[config.mk]
export PLATFORM = sky130hd
export DESIGN_NAME = cache_mem_arbiter
export DESIGN_NICKNAME = d
export VERILOG_FILES = /design/src/rtl/cache_axi_pkg.sv /design/src/rtl/rr_arbiter2.sv /design/src/rtl/cache_mem_arbiter.sv
export SDC_FILE = /design/constraint.sdc
export NUM_CORES = 1
export LEC_CHECK = 0
export CORE_AREA = 2 2 217 219
export DETAILED_ROUTE_END_ITERATION = 8
export DIE_AREA = 0 0 219 221
export PLACE_DENSITY_LB_ADDON = 0.15
export SYNTH_ARGS = -nofsm -noshare
export SYNTH_HDL_FRONTEND = slang
export SYNTH_HIERARCHICAL = 1
export SYNTH_SLANG_ARGS = --single-unit
[constraint.sdc]
create_clock -name clk -period 3.12 [get_ports clk]
set_input_delay 0.624 -clock clk [delete_from_list [all_inputs] [get_ports clk]]
set_output_delay 0.624 -clock clk [all_outputs]
set_load 0.02 [all_outputs]
[src/rtl/cache_axi_pkg.sv]
// Shared types and constants for the cache-to-AXI-bridge read/write arbitration path.
// Latency: n/a (types and constants only).
// Backpressure: n/a.
package cache_axi_pkg;

    typedef enum logic [1:0] {
        R_IDLE   = 2'd0,
        R_ICACHE = 2'd1,
        R_DCACHE = 2'd2
    } rd_state_t;

    typedef enum logic {
        W_IDLE = 1'b0,
        W_BUSY = 1'b1
    } wr_state_t;

    localparam logic [2:0] RD_TYPE_BYTE = 3'b000;
    localparam logic [2:0] RD_TYPE_HALF = 3'b001;
    localparam logic [2:0] RD_TYPE_WORD = 3'b010;
    localparam logic [2:0] RD_TYPE_LINE = 3'b100;

    // Byte offset bits inside one 16-byte cache line.
    localparam int OFFSET_W = 4;

    // Encoding of the round-robin history bit; also the index into req/grant.
    localparam logic GRANT_I = 1'b0;
    localparam logic GRANT_D = 1'b1;

endpackage

[src/rtl/rr_arbiter2.sv]
// Two-requester round-robin arbiter with an eligibility mask; owns the last_grant history bit.
// Latency: grant is combinational from req/mask; history updates on the clock after an accept.
// Backpressure: the grant is held until the caller reports acceptance; history only moves then.
//
// Ports:
//   clk, rst   - clock, synchronous active-high reset (history resets to the dcache side)
//   req[1:0]   - raw requests, bit 0 icache, bit 1 dcache
//   mask[1:0]  - eligibility, a cleared bit removes that requester from this cycle's arbitration
//   accept     - the current grant was taken by the downstream port this cycle
//   grant[1:0] - one-hot (or zero) grant
module rr_arbiter2
    import cache_axi_pkg::*;
(
    input  logic       clk,
    input  logic       rst,
    input  logic [1:0] req,
    input  logic [1:0] mask,
    input  logic       accept,
    output logic [1:0] grant
);

    logic       last_grant;
    logic [1:0] eligible;

    assign eligible = req & mask;

    always_comb begin
        grant = 2'b00;
        case (eligible)
            2'b01:   grant = 2'b01;
            2'b10:   grant = 2'b10;
            // Tie: favour whichever side did not win last time.
            2'b11:   grant = (last_grant == GRANT_D) ? 2'b01 : 2'b10;
            default: grant = 2'b00;
        endcase
    end

    always_ff @(posedge clk) begin
        if (rst) begin
            last_grant <= GRANT_D;
        end else if (accept && (grant != 2'b00)) begin
            last_grant <= grant[1] ? GRANT_D : GRANT_I;
        end
    end

endmodule

[src/rtl/cache_mem_arbiter.sv]
// Shares one bridge read channel between icache and dcache and forwards the dcache write-back channel.
// Latency: zero added cycles; requests and return beats pass combinationally, only FSM state is registered.
// Backpressure: bridge m_rd_rdy/m_wr_rdy pass straight to the granted cache; a dcache read that hits an
//               in-flight write-back line is held off until that write's response has come back.
//
// Ports:
//   clk, rst                     - clock, synchronous active-high reset
//   i_rd_*/i_ret_*               - icache read request and return-beat interface
//   d_rd_*/d_ret_*               - dcache read request and return-beat interface
//   d_wr_*                       - dcache write-back request interface
//   m_rd_*/m_ret_*               - bridge-side read request and return-beat interface
//   m_wr_*                       - bridge-side write request interface
//   m_wr_done                    - one-cycle pulse when the bridge receives the write response
module cache_mem_arbiter
    import cache_axi_pkg::*;
#(
    parameter int ADDR_W = 32,
    parameter int LINE_W = 128
) (
    input  logic              clk,
    input  logic              rst,

    input  logic              i_rd_req,
    input  logic [2:0]        i_rd_type,
    input  logic [ADDR_W-1:0] i_rd_addr,
    output logic              i_rd_rdy,
    output logic              i_ret_valid,
    output logic              i_ret_last,
    output logic [31:0]       i_ret_data,

    input  logic              d_rd_req,
    input  logic [2:0]        d_rd_type,
    input  logic [ADDR_W-1:0] d_rd_addr,
    output logic              d_rd_rdy,
    output logic              d_ret_valid,
    output logic              d_ret_last,
    output logic [31:0]       d_ret_data,

    input  logic              d_wr_req,
    input  logic [2:0]        d_wr_type,
    input  logic [ADDR_W-1:0] d_wr_addr,
    input  logic [3:0]        d_wr_wstrb,
    input  logic [LINE_W-1:0] d_wr_data,
    output logic              d_wr_rdy,

    output logic              m_rd_req,
    output logic [2:0]        m_rd_type,
    output logic [ADDR_W-1:0] m_rd_addr,
    input  logic              m_rd_rdy,
    input  logic              m_ret_valid,
    input  logic              m_ret_last,
    input  logic [31:0]       m_ret_data,

    output logic              m_wr_req,
    output logic [2:0]        m_wr_type,
    output logic [ADDR_W-1:0] m_wr_addr,
    output logic [3:0]        m_wr_wstrb,
    output logic [LINE_W-1:0] m_wr_data,
    input  logic              m_wr_rdy,
    input  logic              m_wr_done
);

    localparam int LINE_ADDR_W = ADDR_W - OFFSET_W;

    rd_state_t              rd_state, rd_state_nxt;
    wr_state_t              wr_state;
    logic [LINE_ADDR_W-1:0] wr_line;

    logic                   rd_idle;
    logic                   own_i;
    logic                   own_d;
    logic                   wr_idle;
    logic                   wr_fwd;
    logic                   wr_accept;
    logic                   rd_accept;
    logic                   d_block;
    logic [1:0]             grant;
    logic [LINE_ADDR_W-1:0] d_rd_line;
    logic [LINE_ADDR_W-1:0] d_wr_line;

    // While rst is high the current-cycle state has not yet been cleared, so every
    // handshake/return output is qualified with !rst to present reset values at once.
    assign rd_idle = (rd_state == R_IDLE)   && !rst;
    assign own_i   = (rd_state == R_ICACHE) && !rst;
    assign own_d   = (rd_state == R_DCACHE) && !rst;
    assign wr_idle = (wr_state == W_IDLE)   && !rst;

    // ------------------------------------------------------------------
    // Read-after-write hazard: a dcache read may not overtake the write-back
    // of the same line, whether that write is still being offered this cycle
    // or has been accepted and is waiting for its response.
    // ------------------------------------------------------------------
    assign d_rd_line = d_rd_addr[ADDR_W-1:OFFSET_W];
    assign d_wr_line = d_wr_addr[ADDR_W-1:OFFSET_W];

    always_comb begin
        d_block = 1'b0;
        if (wr_state == W_BUSY) begin
            d_block = (d_rd_line == wr_line);
        end else begin
            d_block = d_wr_req && (d_rd_line == d_wr_line);
        end
    end

    rr_arbiter2 u_arb (
        .clk    (clk),
        .rst    (rst),
        .req    ({d_rd_req, i_rd_req}),
        .mask   ({~d_block, 1'b1}),
        .accept (rd_accept),
        .grant  (grant)
    );

    assign rd_accept = rd_idle && m_rd_rdy && (grant != 2'b00);

    // ------------------------------------------------------------------
    // Read request path
    // ------------------------------------------------------------------
    always_comb begin
        m_rd_req  = 1'b0;
        m_rd_type = 3'b000;
        m_rd_addr = '0;
        if (rd_idle) begin
            if (grant[0]) begin
                m_rd_req  = 1'b1;
                m_rd_type = i_rd_type;
                m_rd_addr = i_rd_addr;
            end else if (grant[1]) begin
                m_rd_req  = 1'b1;
                m_rd_type = d_rd_type;
                m_rd_addr = d_rd_addr;
            end
        end
    end

    assign i_rd_rdy = rd_accept && grant[0];
    assign d_rd_rdy = rd_accept && grant[1];

    // ------------------------------------------------------------------
    // Return routing: beats go only to the owner; in R_IDLE they are dropped.
    // ------------------------------------------------------------------
    assign i_ret_valid = own_i && m_ret_valid;
    assign i_ret_last  = own_i && m_ret_valid && m_ret_last;
    assign i_ret_data  = own_i ? m_ret_data : 32'h0;

    assign d_ret_valid = own_d && m_ret_valid;
    assign d_ret_last  = own_d && m_ret_valid && m_ret_last;
    assign d_ret_data  = own_d ? m_ret_data : 32'h0;

    always_comb begin
        rd_state_nxt = rd_state;
        case (rd_state)
            R_IDLE: begin
                if (rd_accept) begin
                    rd_state_nxt = grant[0] ? R_ICACHE : R_DCACHE;
                end
            end
            R_ICACHE, R_DCACHE: begin
                // The next grant can only happen the cycle after the last beat.
                if (m_ret_valid && m_ret_last) begin
                    rd_state_nxt = R_IDLE;
                end
            end
            default: rd_state_nxt = R_IDLE;
        endcase
    end

    // ------------------------------------------------------------------
    // Write path: one outstanding write-back at a time.
    // ------------------------------------------------------------------
    assign wr_fwd    = wr_idle && d_wr_req;
    assign wr_accept = wr_fwd && m_wr_rdy;

    assign m_wr_req   = wr_fwd;
    assign m_wr_type  = wr_fwd ? d_wr_type  : 3'b000;
    assign m_wr_addr  = wr_fwd ? d_wr_addr  : '0;
    assign m_wr_wstrb = wr_fwd ? d_wr_wstrb : 4'h0;
    assign m_wr_data  = wr_fwd ? d_wr_data  : '0;
    assign d_wr_rdy   = wr_idle && m_wr_rdy;

    always_ff @(posedge clk) begin
        if (rst) begin
            rd_state <= R_IDLE;
            wr_state <= W_IDLE;
            wr_line  <= '0;
        end else begin
            rd_state <= rd_state_nxt;
            case (wr_state)
                W_IDLE: begin
                    if (wr_accept) begin
                        wr_state <= W_BUSY;
                        wr_line  <= d_wr_line;
                    end
                end
                W_BUSY: begin
                    // A write offered alongside m_wr_done waits one more cycle.
                    if (m_wr_done) begin
                        wr_state <= W_IDLE;
                    end
                end
                default: wr_state <= W_IDLE;
            endcase
        end
    end

endmodule

==> results by group, run 1 <==
Yosys
  • Netlist cell types: 30
  • Register area share after synthesis: 0.1624
  • Synth Register Bits: 32
  • Async set-or-reset flop fraction in the synthesized netlist: 0
  • Cells after Synth: between 500 and 600
  • Most numerous cell in the Yosys netlist: and2_1
  • Post-Syn Area: 0.003945 mm^2
  • Synth top area cells: and2_1, dfxtp_1, xnor2_1
  • Synth Flop Type: dfxtp_1
  • Cell taking the most area after synthesis: and2_1
  • YS warnings: 6
  • Area fraction of the dominant cell type after synthesis: 0.3727
  • Post-synth EDFFs: 0
  • Synth top cells by count: and2_1, nand2_1, xnor2_1
  • Post-Syn Area per Cell: 6.755 um^2

Clocking
  • CTS Buf Count: 5
  • Clock sink count: 32
  • CTS tree: built
  • CTS max path bufs: 2
  • Hold-fix buffers at CTS: 0
  • Clk Latency, worst-skew pair: 280 ps
  • Root buf cell: clkbuf_16
  • Clock-pin transition on the worst setup and hold timing paths: ~60 ps
  • H-tree levels: 2

Global route
  • Gr ovfl total: 0
  • Largest net degree at the start of global routing: 35
  • M2 GR Usage: 0.2954
  • GR peak layer: met2
  • First-pass GRT wire length: 52780 um
  • Initial antenna violation count: 16
  • Met3 Use GR: 0.05938
  • Met1 usage: 0.1616
  • Overall routing resource usage: 0.1560
  • Vias in the first global route: 6454

Run
  • Max-cap violations: 0

Final layout
  • Fillers: 5040
  • Fin nets: between 1000 and 1500
  • Flip-flop and latch area: 640.6 um^2
  • Layout cells sized above 1: 0.2692
  • Post-Layout Cell Count: roughly 1800
  • Area of the multi-input gates: 0.003631 mm^2
  • Layout area overhead: 196.1%
  • Final instance area: 0.01168 mm^2
  • Final core occ: 0.2536

Timing
  • Post-route setup slack: -270.5 ps
  • Unrepaired setup endpoints after global routing: true
  • Layout Skew: 6.221 ps
  • Fmax: between 200 and 300 MHz
  • TNS Setup: -8260 ps
  • Final setup vio count: 37
  • Tmin final: about 3400 ps
  • Final hold viol count: 0
  • Crit share post-route: 1.087
  • Max-slew violations: 0

Worst setup path
  • Critical path class: primary input to primary output
  • Worst Path Arrival: 2770 ps
  • Critical Path Source: d_wr_addr[28]
  • Reg2reg start: wr_line[3]
  • Required @ worst endpoint: 2500 ps
  • Startpoint Class: primary input
  • Crit path max fanout: 8
  • Setup crit end kind: primary output

Route
  • Drt total wl: between 30000 and 40000 um
  • DRT Pass-1 Iters: 4
  • First DRT Iteration DRCs: between 200 and 250
  • Via density: 3.535
  • Via count: 6338
  • DRC errors left: 0
  • Antenna Nets Post-Route: 0
  • WL/cell: 22.14 um

Die
  • Die Y: 221 um
  • I/O Pins: 554
  • Initial Util: 0.08565
  • Cell Rows: a little under 80
  • Die width: 219 um
  • Core box area: 0.04606 mm^2
  • Die area: 0.04840 mm^2

Worst hold path
  • Hold path start: wr_line[0]
  • Hold Crit Class: flop to flop

Placement
  • GP Congestion: 0.7870
  • Post-placement setup slack: -1544 ps
  • Port bufs: 553
  • DP HPWL: 33510 um
  • Placement Cell Area: between 0.01 and 0.015 mm^2
  • Dpl cells: 1770

Outcome
  • Status: complete, but fails checks
  • Failing checks: setup timing

Power and ir drop
  • Leakage: 4.508 nW
  • Maximum vdd ir drop: 0.1631 mV
  • Power density over the cells: 205.5 mW/mm^2
==> where the power goes <==
group / leakage, nW / total [mW] / internal [mW] / switching (mW)
sequential: 0.260 / 0.436 / 0.423 / 0.0131
clock: 0.0712 / 0.511 / 0.319 / 0.192
combinational: 4.18 / 1.45 / 0.809 / 0.644
==> state kept, by name (all words and copies together) (netlist names) <==
signal,cells
wr_line,28
rd_state,2
u_arb/last_grant,1
wr_state,1
==> metal layers <==
metal  wire length, um  vias to the layer above  part of all wire
met5               146                        -            0.0037
met4               740                       24             0.019
met3              4036                       44              0.10
met2             20610                      276              0.52
met1             14160                     2910              0.36
li1                  -                     3084                 -
==> through the flow <==
step / total power, mW / hold WS, ps
2_1_floorplan: 0.8860 / 448.8
3_3_place_gp: 1.820 / 454.0
3_5_place_dp: 1.813 / 458.9
4_1_cts: 2.436 / 466.1
5_1_grt: 2.524 / 498.8
6_report: 2.400 / 469.9
==> worst max-delay path, cell delays in order <==
cell and delay (ps):
buf_8 100, xnor2_4 210, nand4_1 260, nor4_2 340, a22oi_2 170, nand2_2 120
o211a_4 190, buf_12 120, buf_12 120, buf_16 150, a22oi_2 80, nor2_1 110
buf_4 150
==> final cells by class <==
class	instances	area share
timing repair buffer	637	0.5559
antenna	1	0.0002142
sequential	32	0.05484
multi-input combinational	506	0.3108
inverter	2	0.0006427
clock buffer	8	0.01253
tap	607	0.06502
==> what timing repair did <==
item | CTS | global route
setup endpoints to repair | 117 | 41
pin swaps | 36 | 58
endpoints found under the hold margin | 0 | 0
cloned | 6 | 0
buffers inserted | 16 | 2
gates resized for setup | 347 | 141
==> cell families after synthesis <==
kind of cell	after synthesis	synth area share
buffers and inverters	48	0.05519
adders and majority gates	3	0.009516
and+or+nand+nor	368	0.5246
AOI/OAI and AO/OA	76	0.1231
other	1	0.0009506
xor gates and xnor gates	56	0.1243
DFF	32	0.1624
==> placed cells by master, fill, tap and decap left out, types with 22 or more instances in the layout <==
cell type        count
clkbuf_2            26
buf_12              50
xnor2_2             22
dfxtp_1             32
a22oi_2             31
a21oi_1             30
clkdlybuf4s50_1    394
nor2_1              30
xnor2_1             27
and2_1             235
nand2_1             60
buf_4              115
==> worst paths after layout <==
path,end,slack (ps),depth (start not counted)
min,wr_line[0],470,2
min reg2reg,wr_line[0],470,2
max reg2reg,u_arb/last_grant,300,14
max,m_rd_addr[11],-270,13
(Power assumes the default switching activity.)
==> run 2, diff against run 1 <==
--- a/config.mk
+++ b/config.mk
@@ -8,7 +8,7 @@
 export CORE_AREA = 2 2 217 219
 export DETAILED_ROUTE_END_ITERATION = 8
 export DIE_AREA = 0 0 219 221
-export PLACE_DENSITY_LB_ADDON = 0.15
+export PLACE_DENSITY = 0.37
 export SYNTH_ARGS = -nofsm -noshare
 export SYNTH_HDL_FRONTEND = slang
 export SYNTH_HIERARCHICAL = 1
==> run 2 against run 1 <==
  * The flow still finishes with violations (setup timing)
  * Clock power decreased by 0.8%
  * Final cell count up 0.73%
  * Clock skew grew 3.1 ps
  * Design area increased by 3.6%
  * Die area unchanged
  * Flip-flop and latch count unchanged
  * Total power grew 3.6%
  * Routed wire length rose by 8.7%
  * Maximum frequency decreased by 0.35%
  * Sequential power is essentially flat
  * Combinational power rose by 6%
==> results by group, run 2 (synthesis gave the netlist of run 1 again) <==
Power and ir drop
  • Combinational Power Share: 0.621 (+0.015)
  • Maximum vdd ir drop: 0.1894 mV (+16%)
  • Pwr Total: 2.487 mW (+3.6%)
  • Power density over the cells: 205.5 mW/mm^2 (about the same)
  • Clock power share: 0.204 (-0.009)
  • Sw Share: 0.3582 (+0.004420)
  • Pint: 1.596 mW (+2.9%)
  • Leakage: 4.703 nW (+4.3%)
  • Sw Pwr: 0.8908 mW (+4.9%)
  • Flop pwr share: 0.175 (-0.007)

Route
  • Drt total wl: 43150 um (+8.7%)
  • Via density: 3.591 (+1.6%)
  • Via count: 6485 (+2.3%)
  • Antenna Nets Post-Route: 0 (unchanged)
  • First DRT Iteration DRCs: 226 (-0.44%)
  • DRT Pass-1 Iters: 4 (unchanged)
  • WL/cell: 23.89 um (+7.9%)
  • DRC errors left: 0 (unchanged)

Worst setup path
  • Critical path class: primary input to primary output
  • Worst Path Arrival: 2780 ps (about the same)
  • Required @ worst endpoint: 2500 ps (about the same)
  • R2R Setup Slk: 330 ps (+30 ps)
  • Critical Path Source: d_rd_addr[5]
  • Crit path max fanout: 6 (-2)
  • Reg2reg start: wr_line[22]
  • Startpoint Class: primary input
  • Setup crit end kind: primary output

Clocking
  • Clock sink count: 32 (unchanged)
  • CTS max path bufs: 2 (unchanged)
  • Clk Latency, worst-skew pair: 280 ps (about the same)
  • Hold-fix buffers at CTS: 0 (unchanged)
  • CTS tree: built
  • CTS Buf Count: 5 (unchanged)
  • H-tree levels: 2 (unchanged)
  • Root buf cell: clkbuf_16
  • Clock-pin transition on the worst setup and hold timing paths: 50 ps (about the same)

Timing
  • Tmin final: 3402 ps (+11.82 ps)
  • Layout Skew: 9.315 ps (+3.094 ps)
  • Final setup vio count: 37 (unchanged)
  • Crit share post-route: 1.090 (+0.003790)
  • Final hold viol count: 0 (unchanged)
  • Max-slew violations: 0 (unchanged)
  • Fmax: 293.9 MHz (-0.35%)
  • Tightest hold margin: 464.7 ps (-5.199 ps)
  • Unrepaired setup endpoints after global routing: true
  • Post-route setup slack: -282.3 ps (-11.82 ps)
  • TNS Setup: -4988 ps (+3272 ps)

Final layout
  • Most frequent cells in the layout: clkdlybuf4s50_1, and2_1, buf_4
  • Final instance area: 0.01210 mm^2 (+3.6%)
  • Most common cell after layout, fill and taps aside: clkdlybuf4s50_1
  • Fin nets: 1476 (+0.68%)
  • Flip-flop count of the largest register after layout: 28 (unchanged)
  • Layout area overhead: 206.7%
  • Top flop regs: wr_line x28, rd_state x2
  • Layout cells sized above 1: 0.2912 (+0.02202)
  • Largest reg by FF count: wr_line

Outcome
  • Status: complete, but fails checks
  • Failing checks: setup timing

Placement
  • DP HPWL: 35670 um (+6.5%)
  • Port bufs: 553 (unchanged)
  • GP Congestion: 0.8558 (+8.7%)
  • Placement Cell Area: 0.01114 mm^2 (+1.4%)

Worst hold path
  • Hold path start: wr_line[16]
  • Hold Crit Class: flop to flop

Global route
  • Initial antenna violation count: 13 (-3)
  • Largest net degree at the start of global routing: 35 (unchanged)
  • Overall routing resource usage: 0.1714 (+0.01545)
  • Vias in the first global route: 6784 (+5.1%)
  • Gr ovfl total: 0 (unchanged)
  • First-pass GRT wire length: 57280 um (+8.5%)

Die
  • Die area: 0.04840 mm^2 (unchanged)
  • Initial Util: 0.08565 (unchanged)
  • Die Y: 221 um (unchanged)
  • Core box area: 0.04606 mm^2 (unchanged)
  • I/O Pins: 554 (unchanged)
  • Die width: 219 um (unchanged)
  • Cell Rows: 79 (unchanged)

Run
  • Max-cap violations: 0 (unchanged)
==> run 2: per-layer routing <==
metal / wire length (um) / up-vias / track usage
li1: - / 3108 / -
met1: 14660 / 3017 / 0.1671
met2: 22970 / 286 / 0.3349
met3: 3999 / 56 / 0.05842
met4: 1397 / 18 / 0.04991
met5: 115 / - / 0
==> run 2: final timing paths <==
check,endpoint,cells after the start
min,wr_line[16],2
max,m_rd_type[1],14
min reg2reg,wr_line[16],2
max reg2reg,u_arb/last_grant,16
==> run 2: per-stage QoR <==
step           utilization  setup WS, ps  cells
2_1_floorplan            -         105.0    586
3_3_place_gp        0.2419         -1584   1764
3_5_place_dp        0.2419         -1584   1764
4_1_cts             0.2574        -363.0   1794
5_1_grt             0.2625        -347.4   1804
6_report            0.2626        -282.3   1806
==> run 2: area by class of cell <==
| class | instances | area [um^2] |
|---|---|---|
| diodes | 4 | 10.01 |
| clock buffers | 6 | 138.9 |
| clock inverters | 2 | 10.01 |
| fillers | 5109 | 33960 |
| inverters | 2 | 7.507 |
| multi-input cells | 507 | 3697 |
| flip-flops and latches | 32 | 640.6 |
| well taps | 607 | 759.5 |
| repair buffers | 646 | 6834 |
==> run 2: power by group through the flow <==
stage                     clock [mW]  sequential, mW  combinational (mW)
after detailed placement           0           0.441                1.41
after floorplan                    0           0.440               0.446
after CTS                      0.523           0.434                1.54
final                          0.507           0.435                1.54
after global routing           0.543           0.437                1.63
after global placement             0           0.441                1.41
==> run 2: timing repair <==
| item | CTS | global route |
|---|---|---|
| gates cloned | 5 | 0 |
| buffers inserted | 20 | 9 |
| hold endpoints to repair | 0 | 0 |
| gates resized for setup | 451 | 55 |
| setup endpoints to repair | 88 | 38 |
| pin swaps | 57 | 43 |
==> run 2: critical path, stage by stage <==
cell     delay, ps
buf_6           90
buf_8          130
xnor2_2        130
nand4_1        130
nor4_2          60
a22oi_2        210
nand2_2        100
o211a_4        270
buf_12         130
buf_12         130
buf_16         140
a22oi_2        340
nor2_2         110
buf_12         150
